===== src/rtl/dbg_req_sequencer.sv =====
// Debug-request sequencer: delayed, masked request pulse per core,
// then sticky halt-ack collection with an optional timeout.
module dbg_req_sequencer #(
  parameter int NUM_CORES = 2,
  parameter int CNT_W     = 16,
  parameter int LEN_W     = 4
) (
  input  logic                 clk_i,
  input  logic                 rst_i,
  input  logic                 start_i,
  input  logic                 abort_i,
  input  logic [NUM_CORES-1:0] core_mask_i,
  input  logic [CNT_W-1:0]     delay_i,
  input  logic [LEN_W-1:0]     pulse_len_i,
  input  logic [CNT_W-1:0]     timeout_i,
  input  logic [NUM_CORES-1:0] halted_i,
  output logic [NUM_CORES-1:0] debug_req_o,
  output logic                 busy_o,
  output logic                 done_o,
  output logic                 timeout_o,
  output logic [NUM_CORES-1:0] halted_mask_o
);

  typedef enum logic [2:0] {
    S_IDLE,
    S_WAIT,
    S_REQ,
    S_ACK,
    S_DONE
  } state_t;

  state_t               r_state;
  logic [NUM_CORES-1:0] r_mask;
  logic [NUM_CORES-1:0] r_req;
  logic [NUM_CORES-1:0] r_hmask;
  logic [CNT_W-1:0]     r_cnt;
  logic [CNT_W-1:0]     r_tmo;
  logic [LEN_W-1:0]     r_len;
  logic [LEN_W-1:0]     r_len_cnt;
  logic                 r_busy;
  logic                 r_done;
  logic                 r_to;

  logic [LEN_W-1:0]     w_len_in;
  logic [NUM_CORES-1:0] w_hnext;
  logic                 w_all;

  // A zero pulse length still produces one request cycle.
  assign w_len_in = (pulse_len_i == '0) ? LEN_W'(1) : pulse_len_i;
  assign w_hnext  = r_hmask | (halted_i & r_mask);
  assign w_all    = (w_hnext == r_mask);

  always_ff @(posedge clk_i) begin
    if (rst_i) begin
      r_state   <= S_IDLE;
      r_mask    <= '0;
      r_req     <= '0;
      r_hmask   <= '0;
      r_cnt     <= '0;
      r_tmo     <= '0;
      r_len     <= '0;
      r_len_cnt <= '0;
      r_busy    <= 1'b0;
      r_done    <= 1'b0;
      r_to      <= 1'b0;
    end else if (r_state != S_IDLE && abort_i) begin
      r_state <= S_IDLE;
      r_req   <= '0;
      r_busy  <= 1'b0;
      r_done  <= 1'b0;
    end else begin
      unique case (r_state)
        S_IDLE: begin
          r_done <= 1'b0;
          if (start_i && !abort_i) begin
            r_mask  <= core_mask_i;
            r_len   <= w_len_in;
            r_tmo   <= timeout_i;
            r_hmask <= '0;
            r_to    <= 1'b0;
            r_busy  <= 1'b1;
            if (core_mask_i == '0) begin
              r_state <= S_DONE;
              r_done  <= 1'b1;
            end else if (delay_i == '0) begin
              r_state   <= S_REQ;
              r_req     <= core_mask_i;
              r_len_cnt <= w_len_in;
            end else begin
              r_state <= S_WAIT;
              r_cnt   <= delay_i;
            end
          end
        end
        S_WAIT: begin
          r_hmask <= w_hnext;
          if (r_cnt == CNT_W'(1)) begin
            r_state   <= S_REQ;
            r_req     <= r_mask;
            r_len_cnt <= r_len;
          end else begin
            r_cnt <= r_cnt - CNT_W'(1);
          end
        end
        S_REQ: begin
          r_hmask <= w_hnext;
          if (r_len_cnt == LEN_W'(1)) begin
            r_state <= S_ACK;
            r_req   <= '0;
            r_cnt   <= r_tmo;
          end else begin
            r_len_cnt <= r_len_cnt - LEN_W'(1);
          end
        end
        S_ACK: begin
          r_hmask <= w_hnext;
          // Completion takes priority over a timeout in the same cycle.
          if (w_all) begin
            r_state <= S_DONE;
            r_done  <= 1'b1;
            r_to    <= 1'b0;
          end else if (r_tmo != '0 && r_cnt == CNT_W'(1)) begin
            r_state <= S_DONE;
            r_done  <= 1'b1;
            r_to    <= 1'b1;
          end else if (r_cnt != '0) begin
            r_cnt <= r_cnt - CNT_W'(1);
          end
        end
        S_DONE: begin
          r_state <= S_IDLE;
          r_done  <= 1'b0;
          r_busy  <= 1'b0;
        end
        default: begin
          r_state <= S_IDLE;
          r_req   <= '0;
          r_busy  <= 1'b0;
          r_done  <= 1'b0;
        end
      endcase
    end
  end

  assign debug_req_o   = r_req;
  assign busy_o        = r_busy;
  assign done_o        = r_done;
  assign timeout_o     = r_to;
  assign halted_mask_o = r_hmask;

endmodule


===== config.mk =====
export PLATFORM = sky130hd
export DESIGN_NAME = dbg_req_sequencer
export DESIGN_NICKNAME = d
export VERILOG_FILES = /design/src/rtl/dbg_req_sequencer.sv
export SDC_FILE = /design/constraint.sdc
export NUM_CORES = 1
export LEC_CHECK = 0
export CAP_MARGIN = 0
export CORE_UTILIZATION = 50
export CTS_CLUSTER_SIZE = 8
export DETAILED_ROUTE_END_ITERATION = 16
export DONT_BUFFER_PORTS = 1
export PLACE_DENSITY = 0.65
export SLEW_MARGIN = 10
export SYNTH_ARGS = -nofsm -noshare
export SYNTH_HDL_FRONTEND = slang
export SYNTH_SLANG_ARGS = --single-unit

===== constraint.sdc =====
create_clock -name clk_i -period 2.57 [get_ports clk_i]
set_input_delay 0.257 -clock clk_i [delete_from_list [all_inputs] [get_ports clk_i]]
set_output_delay 0.257 -clock clk_i [all_outputs]
set_load 0.005 [all_outputs]

==> flow_metrics.py <==
metrics = {
    "critical_path": {
        "critPathLaunchType": "flop",
        "end_kind": "flop",
        "critPathKind": "reg2reg",
        "cp.required_ns": 2.81,
        "arrival_ns": 2.49,
        "cp_max_fo": 8,
        "r2r_cells": 7,
    },
    "routing": {
        "wl_per_cell_um": 17.9,
        "drt_first_pass_iters": 5,
        "dr_total_vias": 3114,
        "via_per_inst": 6.33,
        "drt_iter0_markers": 323,
        "finalWirelength_mm": 8.80,
        "drc": 0,
        "drtAntennaViolNets": 0,
    },
    "logic_synthesis": {
        "syn_inst": 419,
        "yosysSeqAreaShare_pct": 33.1,
        "netlist_area_um2": 3140,
        "yosys_warnings": 0,
        "synth-seq-cells": 52,
        "synthArstFlopShare_pct": 0,
        "synthesis.nets": 467,
        "synthFlopType": "dfxtp_1",
        "synth_area_per_cell_um2": 7.50,
        "ys_types": 54,
        "synth_edf_count": 0,
    },
    "clocking": {
        "cts_root_buf": "clkbuf_8",
        "htreeDepth": 2,
        "path_clk_slew_ns": 0.10,
        "worstSkewPairLatency_ns": 0.31,
        "cts_tree": "built",
        "cts.path.max_buffers": 2,
        "cts_sinks": 52,
        "post_cts_buffers": 0,
        "cts_buffers": 5,
    },
    "placed_design": {
        "place_area_um2": 3220,
        "dp_hpwl_mm": 6.26,
        "dp.cells": 480,
        "gp_congestion": 0.867,
        "port_buffers": 0,
        "pre_cts_ws_ns": 0.215,
    },
    "grt": {
        "grt_use_total_pct": 27.3,
        "overflow": 0,
        "grt_pass1_vias": 2595,
        "grt_max_degree": 40,
        "antenna_found_initial": 0,
        "grt_pass1_wl_mm": 13.6,
    },
    "layout": {
        "post-route-util_pct": 56.0,
        "drive_above_1_share_pct": 7.67,
        "final_common_cell": "nand2_1",
        "syn_to_final_growth_pct": 6.85,
        "antennaDiodeCount": 0,
        "stdcell_area_um2": 3360,
        "nets": 464,
        "final_cell_mix": "nand2_1, a21oi_1, dfxtp_1",
        "fill_cells": 586,
        "layoutNonFillerInstCount": 492,
    },
    "sta": {
        "finalCritPeriodShare_pct": 87.2,
        "finClkSkew_ns": 0.00433,
        "setup_violations": 0,
        "final_max_slew_viol_count": 0,
        "setup_tns_ns": 0,
        "rsz0062_at_grt": "no",
        "fin_crit_ns": 2.24,
        "hold_viol_final": 0,
        "fmax_mhz": 446,
        "worst_slew_pin_slew_ns": 0.656,
        "fin_hold_ws_ns": 0.0251,
        "slew_headroom_pct": 56.1,
        "setup_slack_ns": 0.328,
    },
    "power": {
        "p_per_area_nw_per_um2": 655,
        "p_leak_nw": 1.20,
        "p_clk_share_pct": 23.0,
        "irDropWorstVdd_mv": 0.284,
        "switching_share_pct": 36.2,
        "intPower_mw": 1.40,
        "p_sw_mw": 0.796,
        "p_total_mw": 2.20,
        "p_seq_share_pct": 44.0,
        "p_comb_share_pct": 33.0,
    },
    "floorplan": {
        "io_pins": 51,
        "core-area_um2": 5990,
        "dieArea_um2": 6600,
        "core.rowCount": 28,
        "die_y_um": 81.3,
        "dieWidth_um": 81.3,
        "initial_core_util_pct": 52.4,
    },
    "run": {
        "maxCapViolations": 0,
    },
    "worst_hold_path": {
        "hold_class": "in2reg",
        "min_path_cells": 1,
    },
    "status": {
        "outcome": "finished, final reports clean",
    },
}
[power groups by stage]
| stage | Clock (mW) | Sequential (mW) | Combinational [mW] |
|---|---|---|---|
| after floorplan | 0 | 0.949 | 0.581 |
| after global placement | 0 | 0.983 | 0.694 |
| after detailed placement | 0 | 0.985 | 0.698 |
| after CTS | 0.516 | 0.967 | 0.707 |
| after global routing | 0.547 | 0.981 | 0.799 |
| final | 0.506 | 0.968 | 0.725 |
[cells by family after synthesis]
group,count (synthesis),share of synthesized area (%)
xor gates and xnor gates,15,4.18
AOI/OAI and AO/OA,132,28.1
adders and majority gates,4,1.59
and+or+nand+nor,166,25.9
DFF,52,33.1
muxes,1,0.319
buffers and inverters,49,6.73
[timing repair]
item,in CTS,in global routing
hold buffers,2,2
resized for setup,0,1
hold endpoints to repair,7,15
setup endpoints to repair,0,6
[final cells by class]
class	count	area, um^2	area share [%]
clock buffers	6	82.6	2.46
clock inverters	2	15.0	0.447
inverters	18	67.6	2.01
multi-input cells	318	1890	56.3
flip-flops and latches	52	1040	31.0
well taps	75	93.8	2.80
repair buffers	21	168	5.00
[layer usage]
metal	vias up	wire length, um	track usage [%]
li1	1528	-	-
met1	1439	4180	40.2
met2	136	3840	40.7
met3	11	662	5.62
met4	0	115	5.36
met5	-	0	0
[synthesized netlist by cell type, types with 3 or more instances]
library cell / instances / area (um^2)
a211o_1: 3 / 26.3
a21oi_1: 56 / 280
a221oi_1: 7 / 61.3
a22oi_1: 7 / 52.6
a31o_1: 15 / 131
a31oi_1: 5 / 31.3
buf_2: 4 / 20.0
clkbuf_1: 24 / 90.1
dfxtp_1: 52 / 1040
ha_1: 4 / 50.1
inv_1: 17 / 63.8
nand2_1: 64 / 240
nand2b_1: 5 / 31.3
nand3_1: 7 / 35.0
nand4_1: 4 / 25.0
nor2_1: 24 / 90.1
nor2b_1: 4 / 25.0
nor3_1: 24 / 120
nor3b_1: 3 / 22.5
nor4_1: 16 / 100
o21ai_0: 12 / 60.1
o221ai_1: 5 / 43.8
o31ai_1: 3 / 22.5
or3_1: 4 / 25.0
xnor2_1: 8 / 70.1
xor2_1: 7 / 61.3
[path summary, 6_finish.rpt]
path / slack, ns / startpoint / end
min: 0.03 / rst_i / halted_mask_o[1]
max: 0.33 / r_cnt[0] / r_len_cnt[0]
max reg2reg: 0.33 / r_cnt[0] / r_len_cnt[0]
min reg2reg: 0.47 / r_len[2] / r_len[2]
[critical path, stage by stage (launching register included)]
cell and delay, ns:
dfxtp_1 0.44, ha_1 0.22, nor4b_1 0.26, nand4_1 0.22, a21boi_2 0.35, nand3_2 0.23, a211o_1 0.32, a21oi_1 0.14
[state kept, by name (all words and copies together) (netlist names), 2 cells and up]
signal         flops
halted_mask_o      2
r_cnt             16
r_len              4
r_tmo             16
debug_req_o        2
r_state            3
r_len_cnt          4
r_mask             2
Note: power is estimated with default switching activity, not from simulation.
